**src/rtl/switch_select_pkg.sv**
```systemverilog
// Shared types and helpers for the switch-driven demux select controller.
package switch_select_pkg;

    localparam int unsigned SEL_W  = 2;
    localparam int unsigned NUM_CH = 4;

    typedef enum logic {
        DB_LOW,
        DB_HIGH
    } db_state_e;

    // Step the channel index up or down; SEL_W bits wrap modulo NUM_CH.
    function automatic logic [SEL_W-1:0] sel_step(input logic [SEL_W-1:0] idx, input logic up);
        return up ? SEL_W'(idx + 1'b1) : SEL_W'(idx - 1'b1);
    endfunction

endpackage

```
**src/rtl/debounce_filter.sv**
```systemverilog
// Two-flop synchroniser followed by a LOW/HIGH debounce FSM. o_rise pulses for one
// cycle when a press is accepted; a release is accepted silently.
module debounce_filter
    import switch_select_pkg::*;
#(
    parameter int unsigned LIMIT = 8
) (
    input  logic i_clk,
    input  logic i_rst_n,
    input  logic i_raw,
    output logic o_level,
    output logic o_rise
);

    localparam int unsigned CntW = $clog2(LIMIT + 1);

    logic            sync1_q;
    logic            sync2_q;
    db_state_e       state_q;
    logic [CntW-1:0] cnt_q;
    logic            rise_q;
    logic            target;

    // Level that would move the FSM to the other state.
    assign target = (state_q == DB_LOW);

    always_ff @(posedge i_clk or negedge i_rst_n) begin
        if (!i_rst_n) begin
            sync1_q <= 1'b0;
            sync2_q <= 1'b0;
            state_q <= DB_LOW;
            cnt_q   <= '0;
            rise_q  <= 1'b0;
        end else begin
            sync1_q <= i_raw;
            sync2_q <= sync1_q;
            rise_q  <= 1'b0;
            if (sync2_q == target) begin
                if (cnt_q == CntW'(LIMIT - 1)) begin
                    cnt_q   <= '0;
                    state_q <= target ? DB_HIGH : DB_LOW;
                    rise_q  <= target;
                end else begin
                    cnt_q <= cnt_q + 1'b1;
                end
            end else begin
                cnt_q <= '0;
            end
        end
    end

    assign o_level = (state_q == DB_HIGH);
    assign o_rise  = rise_q;

endmodule

```
**src/rtl/switch_select_ctrl.sv**
```systemverilog
// Debounced up/down channel selector driving the 1-to-4 LED demux select lines.
// Optional idle auto-advance is enabled by defining SWITCH_SELECT_AUTO_SCAN_EN.
module switch_select_ctrl
    import switch_select_pkg::*;
#(
    parameter int unsigned DEBOUNCE_LIMIT = 250000,
    parameter int unsigned AUTO_LIMIT     = 25000000
) (
    input  logic i_clk,
    input  logic i_rst_n,
    input  logic i_switch_1,
    input  logic i_switch_2,
    output logic o_sel0,
    output logic o_sel1,
    output logic o_press
);

    logic             rise1;
    logic             rise2;
    logic             level1;
    logic             level2;
    logic             unused_level;
    logic [SEL_W-1:0] idx_q;
    logic [SEL_W-1:0] idx_d;
    logic             press_q;
    logic             press_d;

    debounce_filter #(
        .LIMIT (DEBOUNCE_LIMIT)
    ) u_db_up (
        .i_clk   (i_clk),
        .i_rst_n (i_rst_n),
        .i_raw   (i_switch_1),
        .o_level (level1),
        .o_rise  (rise1)
    );

    debounce_filter #(
        .LIMIT (DEBOUNCE_LIMIT)
    ) u_db_down (
        .i_clk   (i_clk),
        .i_rst_n (i_rst_n),
        .i_raw   (i_switch_2),
        .o_level (level2),
        .o_rise  (rise2)
    );

    // Only the press edges steer the index; settled levels are not needed here.
    assign unused_level = level1 ^ level2;

`ifdef SWITCH_SELECT_AUTO_SCAN_EN
    localparam int unsigned IdleW = $clog2(AUTO_LIMIT + 1);

    logic [IdleW-1:0] idle_q;
    logic [IdleW-1:0] idle_d;

    always_ff @(posedge i_clk or negedge i_rst_n) begin
        if (!i_rst_n) begin
            idle_q <= '0;
        end else begin
            idle_q <= idle_d;
        end
    end
`else
    logic [31:0] unused_auto_limit;
    assign unused_auto_limit = AUTO_LIMIT;
`endif

    always_comb begin
        idx_d   = idx_q;
        press_d = 1'b0;
        // Simultaneous up and down presses cancel.
        if (rise1 ^ rise2) begin
            idx_d   = sel_step(idx_q, rise1);
            press_d = 1'b1;
        end
`ifdef SWITCH_SELECT_AUTO_SCAN_EN
        idle_d = idle_q + 1'b1;
        if (rise1 | rise2) begin
            idle_d = '0;
        end else if (idle_q == IdleW'(AUTO_LIMIT - 1)) begin
            idle_d = '0;
            idx_d  = sel_step(idx_q, 1'b1);
        end
`endif
    end

    always_ff @(posedge i_clk or negedge i_rst_n) begin
        if (!i_rst_n) begin
            idx_q   <= '0;
            press_q <= 1'b0;
        end else begin
            idx_q   <= idx_d;
            press_q <= press_d;
        end
    end

    assign o_sel0  = idx_q[0];
    assign o_sel1  = idx_q[1];
    assign o_press = press_q;

endmodule

```
**config.mk**
```make
export PLATFORM = sky130hd
export DESIGN_NAME = switch_select_ctrl
export DESIGN_NICKNAME = d
export VERILOG_FILES = /design/src/rtl/switch_select_pkg.sv /design/src/rtl/debounce_filter.sv /design/src/rtl/switch_select_ctrl.sv
export SDC_FILE = /design/constraint.sdc
export NUM_CORES = 1
export LEC_CHECK = 0
export BUFFER_PORTS_ARGS = -buffer_cell sky130_fd_sc_hd__buf_4
export CAP_MARGIN = 20
export CELL_PAD_IN_SITES_DETAIL_PLACEMENT = 0
export CELL_PAD_IN_SITES_GLOBAL_PLACEMENT = 2
export CORE_ASPECT_RATIO = 0.7
export CORE_MARGIN = 4
export CORE_UTILIZATION = 40
export CTS_CLUSTER_DIAMETER = 200
export DETAILED_ROUTE_END_ITERATION = 7
export PLACE_DENSITY = 0.85
export SLEW_MARGIN = 20
export SYNTH_ARGS = -nofsm -noshare
export SYNTH_HDL_FRONTEND = slang
export SYNTH_SLANG_ARGS = --single-unit
```
**constraint.sdc**
```tcl
create_clock -name i_clk -period 2.9 [get_ports i_clk]
set_input_delay 0.435 -clock i_clk [delete_from_list [all_inputs] [get_ports i_clk]]
set_output_delay 0.435 -clock i_clk [all_outputs]
set_load 0.05 [all_outputs]
```
==> impl_metrics.tcl <==
set metrics [dict create \
    route.detailed.drc 0 \
    cts.hold.buffers_added 0 \
    wl_per_cell_microns 13.5 \
    critPathMaxFanout 4 \
    cts_made_buffers 5 \
    ys_seq_area_frac 0.545 \
    slowest_stage "or4_4" \
    final_hold_viol_count 0 \
    routed_wirelength_microns 3960 \
    placed_cells 285 \
    routabilityCongestion 0.765 \
    die-area_sq_um 6660 \
    ff2ff_setup_slack_ps 760 \
    syn-num-nets 213 \
    clock.fmax_mhz 468 \
    drive_gt1_frac 0.104 \
    cts_tree "done" \
    postCtsSetupRepairBufs 0 \
    crit_type "register to register" \
    outcome "finished, final reports clean" \
    io_buffer_count 6 \
    cp.required_ps 3090 \
    grt_pass1_wl_microns 7070 \
    synth_edf_count 0 \
    finalCritPeriodShare 0.738 \
    drtIter0Drc 71 \
    overflow 0 \
    synth_cell_types 28 \
    clock-sinks 47 \
    pwr_density_cell_nw_per_um2 494 \
    synth_ff_type "dfrtp_1" \
    ys_seq_elements 47 \
    synth_area_sq_um 2160 \
    grt_max_degree 48 \
    drtPass1Iterations 4 \
    cts-root-buf "clkbuf_8" \
    clk_path_buf_depth 2 \
    antenna_found_initial 0 \
    ir_drop_mv 0.164 \
    worst_pin_slew_ps 588 \
    start_util 0.413 \
    nets 226 \
    leakage_nw 0.972 \
    area_growth_pct 11.5 \
    postRouteAntennaNets 0 \
    final-setup-viol-count 0 \
    cts_resized 0 \
    grt_use_total 0.136 \
    ys_warn_count 0 \
    setup_tns_ps 0 \
    min_period_ps 2140 \
    finalInstanceArea_sq_um 2410 \
    coreArea_sq_um 5230 \
    hold_class "input pin to asynchronous set/reset pin" \
    clk_latency_ps 300 \
    netlist_instances 207 \
    diodes 0 \
    grt_pass1_vias 1423 \
    h-tree-depth 2 \
    rsz0062_at_grt "false" \
    dp_hpwl_microns 2790 \
    slowest_delay_ps 540 \
    critPathArrivalTime_ps 2320 \
    placed_area_sq_um 2290 \
    vias_per_cell 4.97 \
    fin_cells 293 \
    vias 1455 \
    worst_setup_hold_path_clk_slew_ps 90 \
    drv_slew 0 \
    relSlewSlack 0.608 \
    die_x_microns 95.8 \
    cp-start-kind "register" \
    synthArstFlopShare 1.00 \
    io_pins 7 \
    critPathCaptureType "register" \
    avgSynthCellArea_sq_um 10.4 \
    path_cells "or4b_1 > or4_4 > nor2_1 > mux2_2" \
    placementRows 22 \
    clock_skew_ps 4.61 \
    maxCapViolCount 0 \
    die_h_microns 69.5 \
]
cells in the mapped netlist (all sizes together), types with 2 or more instances:
cell | count | area (sq um)
xnor2 | 25 | 219
ha | 2 | 25.0
or3 | 2 | 12.5
nand3 | 13 | 65.1
nor3 | 5 | 25.0
or2 | 2 | 12.5
or4 | 8 | 63.8
o31ai | 4 | 30.0
a21oi | 5 | 25.0
nor4 | 8 | 50.1
dfrtp | 47 | 1180
xor2 | 8 | 70.1
inv | 8 | 30.0
nand2 | 8 | 30.0
nand4 | 9 | 56.3
nor2 | 41 | 154
mux2 | 2 | 22.5
critical path, delay by kind of cell, from the launching register on:
kind	cells	cell delay, ps
simple gates	3	1250
mux	1	360
flops	1	430
layer usage:
metal / vias to the layer above / GRT usage / share of wire
met4: 0 / 0.0489 / 0.013
met3: 5 / 0.0347 / 0.031
li1: 743 / - / -
met2: 17 / 0.156 / 0.37
met5: - / 0 / 0
met1: 690 / 0.231 / 0.58
layout by cell type, fill, tap and decap left out, types with 2 or more instances in the layout:
cell type  netlist  layout
nor3_1           5       5
clkbuf_8         0       5
nand2_1          8       8
o31ai_1          4       4
mux2_2           2       2
dfrtp_1         47      47
nor4_1           8       8
nand3_1         13      13
ha_1             2       2
or2_2            2       2
nand4_1          9       9
buf_4            0       8
nor2_1          41      41
inv_1            8       8
xnor2_1         25      25
xor2_1           8       8
a21oi_1          5       5
or4_1            7       7
or3_1            2       2
metrics by stage:
step,util,power [mW],hold slack [ps],worst slack [ps]
finish,0.460,1.19,140,761
global placement,0.439,0.727,335,768
detailed placement,0.439,0.727,342,743
CTS,0.460,1.21,154,732
global route,0.460,1.25,184,616
floorplan,-,0.704,139,883
area by class of cell:
| class | instances | area (sq um) |
|---|---|---|
| tap | 72 | 90.1 |
| sequential | 47 | 1180 |
| clock buffer | 5 | 68.8 |
| timing repair buffer | 8 | 60.1 |
| clock inverter | 3 | 43.8 |
| inverter | 8 | 30.0 |
| multi-input combinational | 150 | 938 |
| fill | 547 | 2820 |
registers in the layout, indices dropped and copies added, names as in the netlist:
signal and cells:
u_db_up.sync1_q 1, u_db_up.cnt_q 18, u_db_down.sync2_q 1, o_press 1, u_db_up.o_level 1, u_db_down.o_level 1
u_db_down.cnt_q 18, u_db_down.sync1_q 1, u_db_up.sync2_q 1, u_db_down.o_rise 1, idx_q 2, u_db_up.o_rise 1
report_power, final:
| group | total, mW | switching [mW] | internal (mW) |
|---|---|---|---|
| clock | 0.478 | 0.221 | 0.257 |
| sequential | 0.673 | 0.00899 | 0.664 |
| combinational | 0.0390 | 0.0264 | 0.0126 |
| total | 1.19 | 0.256 | 0.934 |
cell families after synthesis:
family	share of synthesized area
simple gates	0.238
flops	0.545
xor+xnor	0.134
compound gates	0.0406
buf+inv	0.0209
mux	0.0104
fa+ha+maj	0.0116
worst paths after layout:
kind,depth (start not counted),end,start
worst max-delay path,4,u_db_up.o_level,u_db_up.cnt_q[13]
worst min-delay path,1,u_db_down.sync1_q,i_rst_n
worst max register to register,4,u_db_up.o_level,u_db_up.cnt_q[13]
worst min register to register,0,u_db_down.sync2_q,u_db_down.sync1_q
max in group asynchronous,1,u_db_up.cnt_q[2],i_rst_n
min in group i_clk,1,u_db_up.sync1_q,i_switch_1
Power figures use the tool's default switching activity.
